--- src/rtl/ram_access_arbiter_if.sv ---
// Bundle of the CPU, loader and memory-controller signals seen by the RAM arbiter.
// The arbiter uses the slave view; whatever drives the CPU/loader/memory side uses master.
interface ram_access_arbiter_if #(
    parameter int ADDR_W = 27
);
    // CPU side (mapper)
    logic              cpu_ram_cs;
    logic [ADDR_W-1:0] cpu_addr;
    logic              cpu_rnw;
    logic [7:0]        cpu_din;
    logic [7:0]        cpu_dout;
    logic              cpu_wait;
    // Loader side
    logic              ldr_req;
    logic [ADDR_W-1:0] ldr_addr;
    logic [7:0]        ldr_din;
    logic              ldr_ack;
    // Memory controller side
    logic              mem_req;
    logic [ADDR_W-1:0] mem_addr;
    logic              mem_we;
    logic [7:0]        mem_din;
    logic [7:0]        mem_dout;
    logic              mem_ack;
    // Status
    logic              err;
    logic              err_clr;

    modport slave (
        input  cpu_ram_cs, cpu_addr, cpu_rnw, cpu_din,
        input  ldr_req, ldr_addr, ldr_din,
        input  mem_dout, mem_ack, err_clr,
        output cpu_dout, cpu_wait, ldr_ack,
        output mem_req, mem_addr, mem_we, mem_din, err
    );

    modport master (
        output cpu_ram_cs, cpu_addr, cpu_rnw, cpu_din,
        output ldr_req, ldr_addr, ldr_din,
        output mem_dout, mem_ack, err_clr,
        input  cpu_dout, cpu_wait, ldr_ack,
        input  mem_req, mem_addr, mem_we, mem_din, err
    );
endinterface

--- src/rtl/ram_access_arbiter.sv ---
// Arbitrates a single RAM port between the CPU (mapper) and the ROM loader.
// One memory access per CPU cycle, alternating grant on ties, per-access
// timeout with a sticky error flag.
module ram_access_arbiter #(
    parameter int ADDR_W  = 27,
    parameter int TIMEOUT = 255
) (
    input logic                  clk,
    input logic                  reset_n,
    ram_access_arbiter_if.slave  bus
);
    typedef enum logic [1:0] {IDLE, CPU_ACC, CPU_HOLD, LDR_ACC} state_t;

    localparam logic        GRANT_CPU = 1'b0;
    localparam logic        GRANT_LDR = 1'b1;
    // Last waiting cycle: if mem_ack is still absent here the counter reaches TIMEOUT.
    localparam logic [15:0] TMO_LAST  = 16'(TIMEOUT - 1);

    state_t            state_q, state_d;
    logic              mem_req_q, mem_req_d;
    logic [ADDR_W-1:0] mem_addr_q, mem_addr_d;
    logic              mem_we_q, mem_we_d;
    logic [7:0]        mem_din_q, mem_din_d;
    logic [7:0]        cpu_dout_q, cpu_dout_d;
    logic              ldr_ack_q, ldr_ack_d;
    logic              err_q, err_d;
    logic [15:0]       wait_cnt_q, wait_cnt_d;
    logic              last_grant_q, last_grant_d;
    logic              grant_cpu, grant_ldr, timeout;

    // Next-state, grant, completion and timeout decisions.
    always_comb begin
        state_d      = state_q;
        mem_req_d    = mem_req_q;
        mem_addr_d   = mem_addr_q;
        mem_we_d     = mem_we_q;
        mem_din_d    = mem_din_q;
        cpu_dout_d   = cpu_dout_q;
        ldr_ack_d    = 1'b0;
        err_d        = err_q;
        wait_cnt_d   = wait_cnt_q;
        last_grant_d = last_grant_q;
        grant_cpu    = 1'b0;
        grant_ldr    = 1'b0;
        timeout      = 1'b0;

        case (state_q)
            IDLE: begin
                // On a tie the requester that was not served last wins.
                grant_cpu = bus.cpu_ram_cs && (!bus.ldr_req || last_grant_q == GRANT_LDR);
                grant_ldr = bus.ldr_req && !grant_cpu;
                if (grant_cpu) begin
                    mem_addr_d   = bus.cpu_addr;
                    mem_we_d     = !bus.cpu_rnw;
                    mem_din_d    = bus.cpu_din;
                    mem_req_d    = 1'b1;
                    wait_cnt_d   = 16'd0;
                    last_grant_d = GRANT_CPU;
                    state_d      = CPU_ACC;
                end else if (grant_ldr) begin
                    mem_addr_d   = bus.ldr_addr;
                    mem_we_d     = 1'b1;
                    mem_din_d    = bus.ldr_din;
                    mem_req_d    = 1'b1;
                    wait_cnt_d   = 16'd0;
                    last_grant_d = GRANT_LDR;
                    state_d      = LDR_ACC;
                end
            end
            CPU_ACC, LDR_ACC: begin
                // A mem_ack in the last waiting cycle is still a normal completion.
                if (bus.mem_ack || wait_cnt_q == TMO_LAST) begin
                    timeout   = !bus.mem_ack;
                    mem_req_d = 1'b0;
                    if (timeout) begin
                        wait_cnt_d = wait_cnt_q + 16'd1;
                    end
                    if (state_q == CPU_ACC) begin
                        if (!mem_we_q) begin
                            cpu_dout_d = bus.mem_ack ? bus.mem_dout : 8'hFF;
                        end
                        state_d = CPU_HOLD;
                    end else begin
                        ldr_ack_d = 1'b1;
                        state_d   = IDLE;
                    end
                end else begin
                    wait_cnt_d = wait_cnt_q + 16'd1;
                end
            end
            CPU_HOLD: begin
                // Stay here until the CPU ends its cycle so it gets only one access.
                if (!bus.cpu_ram_cs) begin
                    state_d = IDLE;
                end
            end
            default: state_d = IDLE;
        endcase

        // A timeout setting err beats a simultaneous clear.
        if (timeout) begin
            err_d = 1'b1;
        end else if (bus.err_clr) begin
            err_d = 1'b0;
        end
    end

    // State and output registers; reset abandons any access in flight.
    always_ff @(posedge clk or negedge reset_n) begin
        if (!reset_n) begin
            state_q      <= IDLE;
            mem_req_q    <= 1'b0;
            mem_addr_q   <= '0;
            mem_we_q     <= 1'b0;
            mem_din_q    <= 8'h00;
            cpu_dout_q   <= 8'hFF;
            ldr_ack_q    <= 1'b0;
            err_q        <= 1'b0;
            wait_cnt_q   <= 16'd0;
            last_grant_q <= GRANT_LDR;
        end else begin
            state_q      <= state_d;
            mem_req_q    <= mem_req_d;
            mem_addr_q   <= mem_addr_d;
            mem_we_q     <= mem_we_d;
            mem_din_q    <= mem_din_d;
            cpu_dout_q   <= cpu_dout_d;
            ldr_ack_q    <= ldr_ack_d;
            err_q        <= err_d;
            wait_cnt_q   <= wait_cnt_d;
            last_grant_q <= last_grant_d;
        end
    end

    assign bus.cpu_wait = bus.cpu_ram_cs && (state_q == IDLE || state_q == CPU_ACC);
    assign bus.cpu_dout = cpu_dout_q;
    assign bus.ldr_ack  = ldr_ack_q;
    assign bus.mem_req  = mem_req_q;
    assign bus.mem_addr = mem_addr_q;
    assign bus.mem_we   = mem_we_q;
    assign bus.mem_din  = mem_din_q;
    assign bus.err      = err_q;
endmodule

--- src/flat_wrapper.sv ---
// flat-port wrapper written by rule: the top's interface ports become plain ports
module ram_access_arbiter_flat 
#(
    parameter int ADDR_W  = 27,
    parameter int TIMEOUT = 255
)
  (clk, reset_n, bus_cpu_ram_cs, bus_cpu_addr, bus_cpu_rnw, bus_cpu_din, bus_ldr_req, bus_ldr_addr, bus_ldr_din, bus_mem_dout, bus_mem_ack, bus_err_clr, bus_cpu_dout, bus_cpu_wait, bus_ldr_ack, bus_mem_req, bus_mem_addr, bus_mem_we, bus_mem_din, bus_err);
  ram_access_arbiter_if #(.ADDR_W(ADDR_W)) bus_i ();
  input logic clk;
  input logic reset_n;
  input wire logic [$bits(bus_i.cpu_ram_cs)-1:0] bus_cpu_ram_cs;
  input wire logic [$bits(bus_i.cpu_addr)-1:0] bus_cpu_addr;
  input wire logic [$bits(bus_i.cpu_rnw)-1:0] bus_cpu_rnw;
  input wire logic [$bits(bus_i.cpu_din)-1:0] bus_cpu_din;
  input wire logic [$bits(bus_i.ldr_req)-1:0] bus_ldr_req;
  input wire logic [$bits(bus_i.ldr_addr)-1:0] bus_ldr_addr;
  input wire logic [$bits(bus_i.ldr_din)-1:0] bus_ldr_din;
  input wire logic [$bits(bus_i.mem_dout)-1:0] bus_mem_dout;
  input wire logic [$bits(bus_i.mem_ack)-1:0] bus_mem_ack;
  input wire logic [$bits(bus_i.err_clr)-1:0] bus_err_clr;
  output wire logic [$bits(bus_i.cpu_dout)-1:0] bus_cpu_dout;
  output wire logic [$bits(bus_i.cpu_wait)-1:0] bus_cpu_wait;
  output wire logic [$bits(bus_i.ldr_ack)-1:0] bus_ldr_ack;
  output wire logic [$bits(bus_i.mem_req)-1:0] bus_mem_req;
  output wire logic [$bits(bus_i.mem_addr)-1:0] bus_mem_addr;
  output wire logic [$bits(bus_i.mem_we)-1:0] bus_mem_we;
  output wire logic [$bits(bus_i.mem_din)-1:0] bus_mem_din;
  output wire logic [$bits(bus_i.err)-1:0] bus_err;
  assign bus_i.cpu_ram_cs = bus_cpu_ram_cs;
  assign bus_i.cpu_addr = bus_cpu_addr;
  assign bus_i.cpu_rnw = bus_cpu_rnw;
  assign bus_i.cpu_din = bus_cpu_din;
  assign bus_i.ldr_req = bus_ldr_req;
  assign bus_i.ldr_addr = bus_ldr_addr;
  assign bus_i.ldr_din = bus_ldr_din;
  assign bus_i.mem_dout = bus_mem_dout;
  assign bus_i.mem_ack = bus_mem_ack;
  assign bus_i.err_clr = bus_err_clr;
  assign bus_cpu_dout = bus_i.cpu_dout;
  assign bus_cpu_wait = bus_i.cpu_wait;
  assign bus_ldr_ack = bus_i.ldr_ack;
  assign bus_mem_req = bus_i.mem_req;
  assign bus_mem_addr = bus_i.mem_addr;
  assign bus_mem_we = bus_i.mem_we;
  assign bus_mem_din = bus_i.mem_din;
  assign bus_err = bus_i.err;
  ram_access_arbiter #(.ADDR_W(ADDR_W), .TIMEOUT(TIMEOUT)) u_core (.clk(clk), .reset_n(reset_n), .bus(bus_i));
endmodule
--- config.mk ---
export PLATFORM = sky130hd
export DESIGN_NAME = ram_access_arbiter_flat
export DESIGN_NICKNAME = d
export VERILOG_FILES = /design/src/rtl/ram_access_arbiter_if.sv /design/src/rtl/ram_access_arbiter.sv /design/src/flat_wrapper.sv
export SDC_FILE = /design/constraint.sdc
export NUM_CORES = 1
export LEC_CHECK = 0
export ABC_AREA = 1
export CAP_MARGIN = 40
export CORE_MARGIN = 2
export CORE_UTILIZATION = 47
export DETAILED_ROUTE_END_ITERATION = 6
export HOLD_SLACK_MARGIN = 0.05
export PLACE_DENSITY = 0.83
export SLEW_MARGIN = 20
export SYNTH_ARGS = -nofsm -noshare
export SYNTH_HDL_FRONTEND = slang
export SYNTH_SLANG_ARGS = --single-unit
--- constraint.sdc ---
create_clock -name clk -period 2.6 [get_ports clk]
set_input_delay 0.65 -clock clk [delete_from_list [all_inputs] [get_ports clk]]
set_output_delay 0.65 -clock clk [all_outputs]
set_load 0.1 [all_outputs]
==> flow_metrics.env, run 1 <==
export IMPL_end_kind="output pin"
export IMPL_cts_root_buf="clkbuf_8"
export IMPL_cts_buffer_depth=2
export IMPL_yosys_area_top_type_share_pct=43.0
export IMPL_clock_sinks=66
export IMPL_cts_resized=0
export IMPL_finalCritPeriodShare_pct=84.2
export IMPL_grt_pass1_wl_mm=14.5
export IMPL_arrival_ns=1.54
export IMPL_wl_met2_mm=4.41
export IMPL_crit_type="input pin to output pin"
export IMPL_viasPerCell=5.14
export IMPL_synthArstFlopShare_pct=100
export IMPL_period_minus_slack_ns=2.19
export IMPL_grt_overflow=0
export IMPL_setup_reg_to_reg_worst_slack_ns=0.81
export IMPL_dr_wl_met3_um=723
export IMPL_gp_congestion=0.866
export IMPL_drtIter0Drc=222
export IMPL_synth_area_leaders="dfrtp_1 (43%), nand2_1 (10%), nor2_1 (8.3%), dfstp_2 (7.1%), o21ai_0 (6.9%)"
export IMPL_fmax_mhz=457
export IMPL_io_pins=133
export IMPL_dpl_cell_count=632
export IMPL_grt_max_degree=67
export IMPL_r2r_end="u_core.bus.mem_addr[24]$_DFFE_PN0P_"
export IMPL_setup_viol=0
export IMPL_finalHoldViolations=0
export IMPL_layout_drive_gt1_share_pct=19.2
export IMPL_core_area_sq_um=6790
export IMPL_cap_viol_max_count=0
export IMPL_vias=3332
export IMPL_ys_seq_area_share_pct=50.1
export IMPL_instances_no_fill=648
export IMPL_finalPower_mw=6.82
export IMPL_report_final_slew_viol_count=0
export IMPL_tightest_slew_ns=0.640
export IMPL_yosys_most_used_dff="dfrtp_1"
export IMPL_cts_buffers=9
export IMPL_port_buffer_count=132
export IMPL_rsz0062_at_grt="false"
export IMPL_synth_edf_count=0
export IMPL_peakVddDrop_v=0.00129
export IMPL_cts_hold_buf=0
export IMPL_slew_headroom_pct=57.2
export IMPL_ant_nets=0
export IMPL_dpl_hpwl_mm=6.46
export IMPL_synth_distinct_cells=29
export IMPL_clkTransAtPathRegs_ns=0.06
export IMPL_wl_met1_mm=3.75
export IMPL_status="finished, final reports clean"
export IMPL_syn_nets=505
export IMPL_cts_setup_buffers=0
export IMPL_clk_latency_ns=0.34
export IMPL_htree_num_levels=3
export IMPL_design_die_area_sq_um=7740
export IMPL_skew_ns=0.0119
export IMPL_setup_ws_ns=0.410
export IMPL_fin_setup_tns_ns=0
export IMPL_wl_per_cell_um=14.0
export IMPL_p_per_area_nw_per_um2=1430
export IMPL_rows=30
export IMPL_cts_tree="yes"
export IMPL_yosys_area_top_type="dfrtp_1"
export IMPL_antenna_found_initial=0
export IMPL_startpoint_type="input pin"
export IMPL_leakage_nw=2.20
export IMPL_drc=0
export IMPL_yosys_warnings=0
export IMPL_worstPathMaxFanout=4
export IMPL_hp_class="input pin to async pin"
export IMPL_gr_usage_all_layers_pct=24.3
export IMPL_r2r_start="u_core.state_q[0]$_DFFE_PN0P_"
export IMPL_avgSynthCellArea_sq_um=7.94
export IMPL_firstDrtPassIters=4
export IMPL_synth_ff_latch_count=66
export IMPL_wl_mm=9.08
export IMPL_syn_instance_count=418
export IMPL_r2r_cells=5
export IMPL_nets=634
export IMPL_cp_required_ns=1.95
export IMPL_die_h_um=88.0
export IMPL_start_util_pct=48.8
export IMPL_holdWs_ns=0.305
export IMPL_n_antenna_cell=0
export IMPL_die_w_um=88.0
export IMPL_area_growth_pct=43.7
export IMPL_syn_area_sq_um=3320
export IMPL_top_layer="met4"
export IMPL_dp_slack_ns=0.298
export IMPL_grt_pass1_vias=3214
[critical path, stage by stage]
cell and delay (ns):
clkdlybuf4s50_1 0.47, inv_2 0.05, nor2_1 0.17, buf_12 0.20
[cells in the final DEF (no fill, tap or decap), types with 4 or more instances in the layout]
master / instances
nand2_1: 89
clkdlybuf4s50_1: 83
nor2_1: 73
dfrtp_1: 57
buf_4: 50
o21ai_0: 46
o21ai_1: 34
inv_1: 22
nand4_1: 11
nand3_1: 10
clkbuf_8: 10
dfstp_2: 9
a21oi_1: 8
o21ai_2: 8
nand2_2: 7
inv_2: 6
nand2_4: 4
[stage by stage]
| step | area, sq um | utilization [%] |
|---|---|---|
| after floorplan | 3320 | - |
| after CTS | 4770 | 70.1 |
| final | 4770 | 70.1 |
| after global placement | 4600 | 67.7 |
| after detailed placement | 4600 | 67.7 |
| after global routing | 4770 | 70.1 |
[how the worst max path moves through the flow]
stage              startpoint                                   to  slack (ns)
3_5_place_dp      bus_ldr_req  u_core.bus.mem_addr[26]$_DFFE_PN0P_        0.30
3_3_place_gp      bus_ldr_req    u_core.bus.mem_din[0]$_DFFE_PN0P_        0.38
4_1_cts        bus_cpu_ram_cs                         bus_cpu_wait        0.41
2_1_floorplan  bus_cpu_ram_cs                         bus_cpu_wait       0.008
6_report       bus_cpu_ram_cs                         bus_cpu_wait        0.41
5_1_grt        bus_cpu_ram_cs                         bus_cpu_wait        0.38
[metal layers]
| metal | up-vias | GRT usage (%) |
|---|---|---|
| met5 | - | 0 |
| met2 | 125 | 39.2 |
| met4 | 0 | 8.53 |
| met3 | 18 | 9.14 |
| met1 | 1570 | 30.2 |
| li1 | 1619 | - |
[synthesized netlist by cell type, drive strengths merged (4+ instances only)]
cell,n
a21oi,9
buf,10
clkbuf,8
dfrtp,57
dfstp,9
inv,28
nand2,100
nand3,10
nand4,11
nor2,75
nor3,4
o21ai,88
[report_power, final]
part           internal (mW)  switching (mW)
clock network          0.370           0.383
registers               1.47           0.297
logic                  0.893            3.41
total                   2.73            4.09
[registers in the layout (all words and copies together), names as in the netlist]
signal	cells
u_core.state_q	2
u_core.bus.mem_req	1
u_core.bus.mem_we	1
u_core.bus.err	1
u_core.bus.cpu_dout	8
u_core.last_grant_q	1
u_core.bus.ldr_ack	1
u_core.wait_cnt_q	16
u_core.bus.mem_addr	27
u_core.bus.mem_din	8
[area by class of cell]
class	instances	area [sq um]
Tap cell	96	120
Clock buffer	13	149
Sequential cell	66	1660
Clock inverter	3	17.5
Inverter	29	110
Fill cell	555	2030
Multi-Input combinational cell	305	1460
Timing Repair Buffer	136	1250
[cell families after synthesis]
kind of cell               after synthesis  share of synthesized area [%]
and+or+nand+nor                        203                           26.8
buffers and inverters                   47                           6.00
AOI/OAI and AO/OA                      100                           16.3
adders and majority gates                2                          0.754
DFF                                     66                           50.1
Power figures use the tool's default switching activity.
==> run 2, diff against run 1 <==
--- a/config.mk
+++ b/config.mk
@@ -8,10 +8,10 @@
 export ABC_AREA = 1
 export CAP_MARGIN = 40
 export CORE_MARGIN = 2
-export CORE_UTILIZATION = 47
+export CORE_UTILIZATION = 44
 export DETAILED_ROUTE_END_ITERATION = 6
 export HOLD_SLACK_MARGIN = 0.05
-export PLACE_DENSITY = 0.83
+export PLACE_DENSITY = 0.78
 export SLEW_MARGIN = 20
 export SYNTH_ARGS = -nofsm -noshare
 export SYNTH_HDL_FRONTEND = slang
==> constraint.sdc (replaced) <==
create_clock -name clk -period 2.29 [get_ports clk]
set_input_delay 0.5725 -clock clk [delete_from_list [all_inputs] [get_ports clk]]
set_output_delay 0.5725 -clock clk [all_outputs]
set_load 0.1 [all_outputs]
==> flow_metrics.env, run 2 (synthesis gave the netlist of run 1 again) <==
export IMPL_peakVddDrop_v=0.00146
export IMPL_cts_tree="yes"
export IMPL_core_area_sq_um=7290
export IMPL_firstDrtPassIters=4
export IMPL_startpoint_type="input pin"
export IMPL_design_die_area_sq_um=8250
export IMPL_dpl_cell_count=639
export IMPL_io_pins=133
export IMPL_gr_usage_all_layers_pct=21.6
export IMPL_layout_drive_gt1_share_pct=20.3
export IMPL_setup_viol=0
export IMPL_worstSetupStartpoint="bus_cpu_ram_cs"
export IMPL_cts_resized=0
export IMPL_cap_viol_max_count=0
export IMPL_nets=638
export IMPL_finalHoldViolations=0
export IMPL_crit_type="input pin to output pin"
export IMPL_viasPerCell=4.99
export IMPL_fill_cells=617
export IMPL_worstPathMaxFanout=4
export IMPL_placed_cell_area_sq_um=4650
export IMPL_final_common_cell="nand2_1"
export IMPL_grt_pass1_vias=3049
export IMPL_clkTransAtPathRegs_ns=0.07
export IMPL_largest_register_ffs=27
export IMPL_setup_reg_to_reg_worst_slack_ns=0.59
export IMPL_start_util_pct=45.5
export IMPL_slowest_delay_ns=0.47
export IMPL_wl_mm=8.82
export IMPL_seqCellArea_sq_um=1660
export IMPL_final_cell_mix="nand2_1 (89), clkdlybuf4s50_1 (83), nor2_1 (72)"
export IMPL_crit_slowest_cell="clkdlybuf4s50_1"
export IMPL_fmax_mhz=505
export IMPL_period_minus_slack_ns=1.98
export IMPL_end_kind="output pin"
export IMPL_r2r_cells=7
export IMPL_area_growth_pct=46.3
export IMPL_vias=3268
export IMPL_wl_per_cell_um=13.5
export IMPL_drtIter0Drc=216
export IMPL_multi_input_area_sq_um=1460
export IMPL_ant_nets=0
export IMPL_finalCritPeriodShare_pct=86.5
export IMPL_grt_pass1_wl_mm=14.4
export IMPL_skew_ns=0.00428
export IMPL_rows=31
export IMPL_cp_required_ns=1.72
export IMPL_cts_hold_buf=0
export IMPL_cts_buffer_depth=2
export IMPL_leakage_nw=2.24
export IMPL_r2r_start="u_core.state_q[0]$_DFFE_PN0P_"
export IMPL_die_w_um=90.8
export IMPL_slew_headroom_pct=59.1
export IMPL_die_h_um=90.8
export IMPL_report_final_slew_viol_count=0
export IMPL_gp_congestion=0.843
export IMPL_worstPathCellList="clkdlybuf4s50_1 -> inv_2 -> nor2_2 -> buf_12"
export IMPL_dpl_hpwl_mm=6.47
export IMPL_p_per_area_nw_per_um2=1640
export IMPL_status="finished, final reports clean"
export IMPL_grt_max_degree=67
export IMPL_htree_num_levels=3
export IMPL_tightest_slew_ns=0.613
export IMPL_final_cell_area_sq_um=4850
export IMPL_clk_latency_ns=0.34
export IMPL_grt_overflow=0
export IMPL_port_buffer_count=132
export IMPL_antenna_found_initial=0
export IMPL_cts_setup_buffers=0
export IMPL_cts_buffers=9
export IMPL_hp_class="input pin to async pin"
export IMPL_fin_setup_tns_ns=0
export IMPL_cts_root_buf="clkbuf_8"
export IMPL_rsz0062_at_grt="false"
export IMPL_instances_no_fill=655
export IMPL_holdWs_ns=0.227
export IMPL_arrival_ns=1.41
export IMPL_drc=0
export IMPL_clock_sinks=66
export IMPL_r2r_end="u_core.wait_cnt_q[8]$_DFFE_PN0P_"
export IMPL_n_antenna_cell=0
[run 2: where the power goes]
part	internal [mW]	leakage, nW	switching, mW	total [mW]
Clock	0.561	0.0986	0.447	1.01
Combinational	1.07	1.32	3.89	4.96
Sequential	1.67	0.817	0.329	2.00
Total	3.30	2.24	4.66	7.96
[run 2: critical path: cells and delay by family]
| kind | cells | cell delay [ns] |
|---|---|---|
| simple gates | 1 | 0.12 |
| buf+inv | 3 | 0.71 |
[run 2: worst max-delay path by stage]
stage,slack (ns),end
detailed placement,0.19,u_core.wait_cnt_q[6]$_DFFE_PN0P_
CTS,0.30,bus_cpu_wait
floorplan,0.33,bus_cpu_wait
global route,0.28,bus_cpu_wait
finish,0.31,bus_cpu_wait
global placement,0.22,u_core.wait_cnt_q[11]$_DFFE_PN0P_
[run 2: per-stage QoR]
stage               power (mW)  utilization, %  setup WS, ns
global route              8.32            66.6         0.279
CTS                       8.00            66.6         0.300
floorplan                 5.79               -         0.335
finish                    7.96            66.6         0.310
global placement          6.92            63.7         0.221
detailed placement        6.99            63.7         0.188
[run 2: per-layer routing]
layer  part of all wire (%)  global-route usage, %
met5                      0                      0
met4                    2.0                   7.58
met3                    8.3                   8.26
met2                     46                   32.6
met1                     43                   28.5
[run 2: final cells by class]
class                      count  share of cell area (%)
multi-input combinational    305                    30.0
tap                           99                    2.55
inverter                      29                    2.27
sequential                    66                    34.3
timing repair buffer         140                    26.7
clock inverter                 4                    1.03
clock buffer                  12                    3.20
==> run 3, diff against run 2 <==
--- a/config.mk
+++ b/config.mk
@@ -12,7 +12,7 @@
 export DETAILED_ROUTE_END_ITERATION = 6
 export HOLD_SLACK_MARGIN = 0.05
 export PLACE_DENSITY = 0.78
-export SLEW_MARGIN = 20
+export SLEW_MARGIN = 5
 export SYNTH_ARGS = -nofsm -noshare
 export SYNTH_HDL_FRONTEND = slang
 export SYNTH_SLANG_ARGS = --single-unit
==> constraint.sdc (replaced) <==
create_clock -name clk -period 2.29 [get_ports clk]
set_input_delay 0.5725 -clock clk [delete_from_list [all_inputs] [get_ports clk]]
set_output_delay 0.5725 -clock clk [all_outputs]
set_load 0.05 [all_outputs]
==> flow_metrics.env, run 3 (synthesis gave the netlist of run 1 again) <==
export IMPL_status="finished, final reports clean"
export IMPL_ant_nets=0
export IMPL_dpl_hpwl_mm=6.36
export IMPL_nets=636
export IMPL_clkTransAtPathRegs_ns=0.07
export IMPL_cts_setup_buffers=0
export IMPL_cts_buffer_depth=2
export IMPL_largest_register_ffs=27
export IMPL_grt_overflow=0
export IMPL_finalHoldViolations=0
export IMPL_gp_congestion=0.875
export IMPL_worstSetupStartpoint="u_core.bus.cpu_dout[2]$_DFFE_PN1P_"
export IMPL_io_pins=133
export IMPL_arrival_ns=1.66
export IMPL_slowest_delay_ns=0.79
export IMPL_finalCritPeriodShare_pct=97.7
export IMPL_tightest_slew_ns=0.628
export IMPL_r2r_start="u_core.state_q[0]$_DFFE_PN0P_"
export IMPL_worstPathMaxFanout=2
export IMPL_drc=0
export IMPL_placed_cell_area_sq_um=4750
export IMPL_end_kind="output pin"
export IMPL_hp_class="input pin to async pin"
export IMPL_clk_latency_ns=0.34
export IMPL_cp_required_ns=1.72
export IMPL_rsz0062_at_grt="false"
export IMPL_viasPerCell=4.99
export IMPL_antenna_found_initial=0
export IMPL_fmax_mhz=447
export IMPL_crit_type="register to output pin"
export IMPL_cap_viol_max_count=0
export IMPL_htree_num_levels=3
export IMPL_cts_buffers=9
export IMPL_drtIter0Drc=177
export IMPL_leakage_nw=2.22
export IMPL_final_common_cell="clkdlybuf4s50_1"
export IMPL_setup_viol=0
export IMPL_core_area_sq_um=7290
export IMPL_n_antenna_cell=0
export IMPL_wl_per_cell_um=13.3
export IMPL_worstPathCellList="clkdlybuf4s50_1"
export IMPL_crit_slowest_cell="clkdlybuf4s50_1"
export IMPL_clock_sinks=66
export IMPL_vias=3258
export IMPL_fill_cells=590
export IMPL_period_minus_slack_ns=2.24
export IMPL_startpoint_type="register"
export IMPL_design_die_area_sq_um=8250
export IMPL_die_w_um=90.8
export IMPL_final_cell_mix="clkdlybuf4s50_1 (125), nand2_1 (89), nor2_1 (73)"
export IMPL_start_util_pct=45.5
export IMPL_layout_drive_gt1_share_pct=11.0
export IMPL_skew_ns=0.00716
export IMPL_die_h_um=90.8
export IMPL_rows=31
export IMPL_area_growth_pct=48.8
export IMPL_p_per_area_nw_per_um2=1290
export IMPL_cts_tree="yes"
export IMPL_report_final_slew_viol_count=0
export IMPL_firstDrtPassIters=4
export IMPL_gr_usage_all_layers_pct=22.1
export IMPL_wl_mm=8.68
export IMPL_cp_top_family="buffers and inverters"
export IMPL_slew_headroom_pct=58.1
export IMPL_final_cell_area_sq_um=4940
export IMPL_grt_max_degree=67
export IMPL_worst_path_buf_inv=1
export IMPL_fin_setup_tns_ns=0
export IMPL_peakVddDrop_v=0.000862
export IMPL_grt_pass1_wl_mm=14.7
export IMPL_cts_root_buf="clkbuf_8"
export IMPL_grt_pass1_vias=3200
export IMPL_port_buffer_count=132
## run 3: cell count changes in the layout (fill, tap and decap cells not counted), sizes merged
cell and change:
dlymetal6s2s +5, clkdlybuf4s50 +42, clkinvlp -1, buf -49, clkbuf +2, bufinv -1
## run 3: cell type report
| cell class | instances | area (sq um) | share of cell area, % |
|---|---|---|---|
| well taps | 99 | 124 | 2.51 |
| inverters | 29 | 110 | 2.23 |
| multi-input cells | 305 | 1460 | 29.5 |
| clock buffers | 14 | 163 | 3.30 |
| clock inverters | 2 | 12.5 | 0.253 |
| flip-flops and latches | 66 | 1660 | 33.7 |
| repair buffers | 138 | 1410 | 28.5 |
## run 3: metal layers
layer | GRT usage, % | wire length [um] | part of all wire (%)
met4 | 7.70 | 112 | 1.3
met5 | 0 | 0 | 0
met3 | 8.10 | 704 | 8.1
met2 | 36.0 | 4160 | 48
met1 | 27.1 | 3700 | 43
## run 3: worst paths after layout
| path | endpoint | slack (ns) | depth (start not counted) |
|---|---|---|---|
| max | bus_cpu_dout[2] | 0.05 | 1 |
| min | u_core.wait_cnt_q[4]$_DFFE_PN0P_ | 0.24 | 2 |
| max reg2reg | u_core.wait_cnt_q[11]$_DFFE_PN0P_ | 0.62 | 8 |
| min reg2reg | u_core.bus.cpu_dout[6]$_DFFE_PN1P_ | 0.48 | 2 |
| max in group asynchronous | u_core.last_grant_q$_DFFE_PN1P_ | 1.71 | 2 |
| min in group clk | u_core.bus.cpu_dout[6]$_DFFE_PN1P_ | 0.48 | 2 |
## run 3: stage by stage
stage	worst slack [ns]	cells	hold WS [ns]	util (%)	power, mW
global placement	0.232	637	0.465	65.1	5.51
finish	0.0530	653	0.245	67.7	6.39
global route	0.0165	653	0.266	67.7	6.78
floorplan	0.468	418	0.277	-	4.28
detailed placement	0.189	637	0.471	65.1	5.56
CTS	0.00641	653	0.257	67.5	6.44
## run 3: report_power, final
group | leakage [nW] | switching, mW | internal (mW)
Combinational | 1.32 | 2.35 | 1.19
Sequential | 0.817 | 0.310 | 1.67
Clock | 0.0867 | 0.417 | 0.452
## run 3: repair_timing
| action | in CTS | in global routing |
|---|---|---|
| endpoints found under the setup margin | 0 | 5 |
| resized for setup | 0 | 5 |
| hold buffers | 0 | 0 |
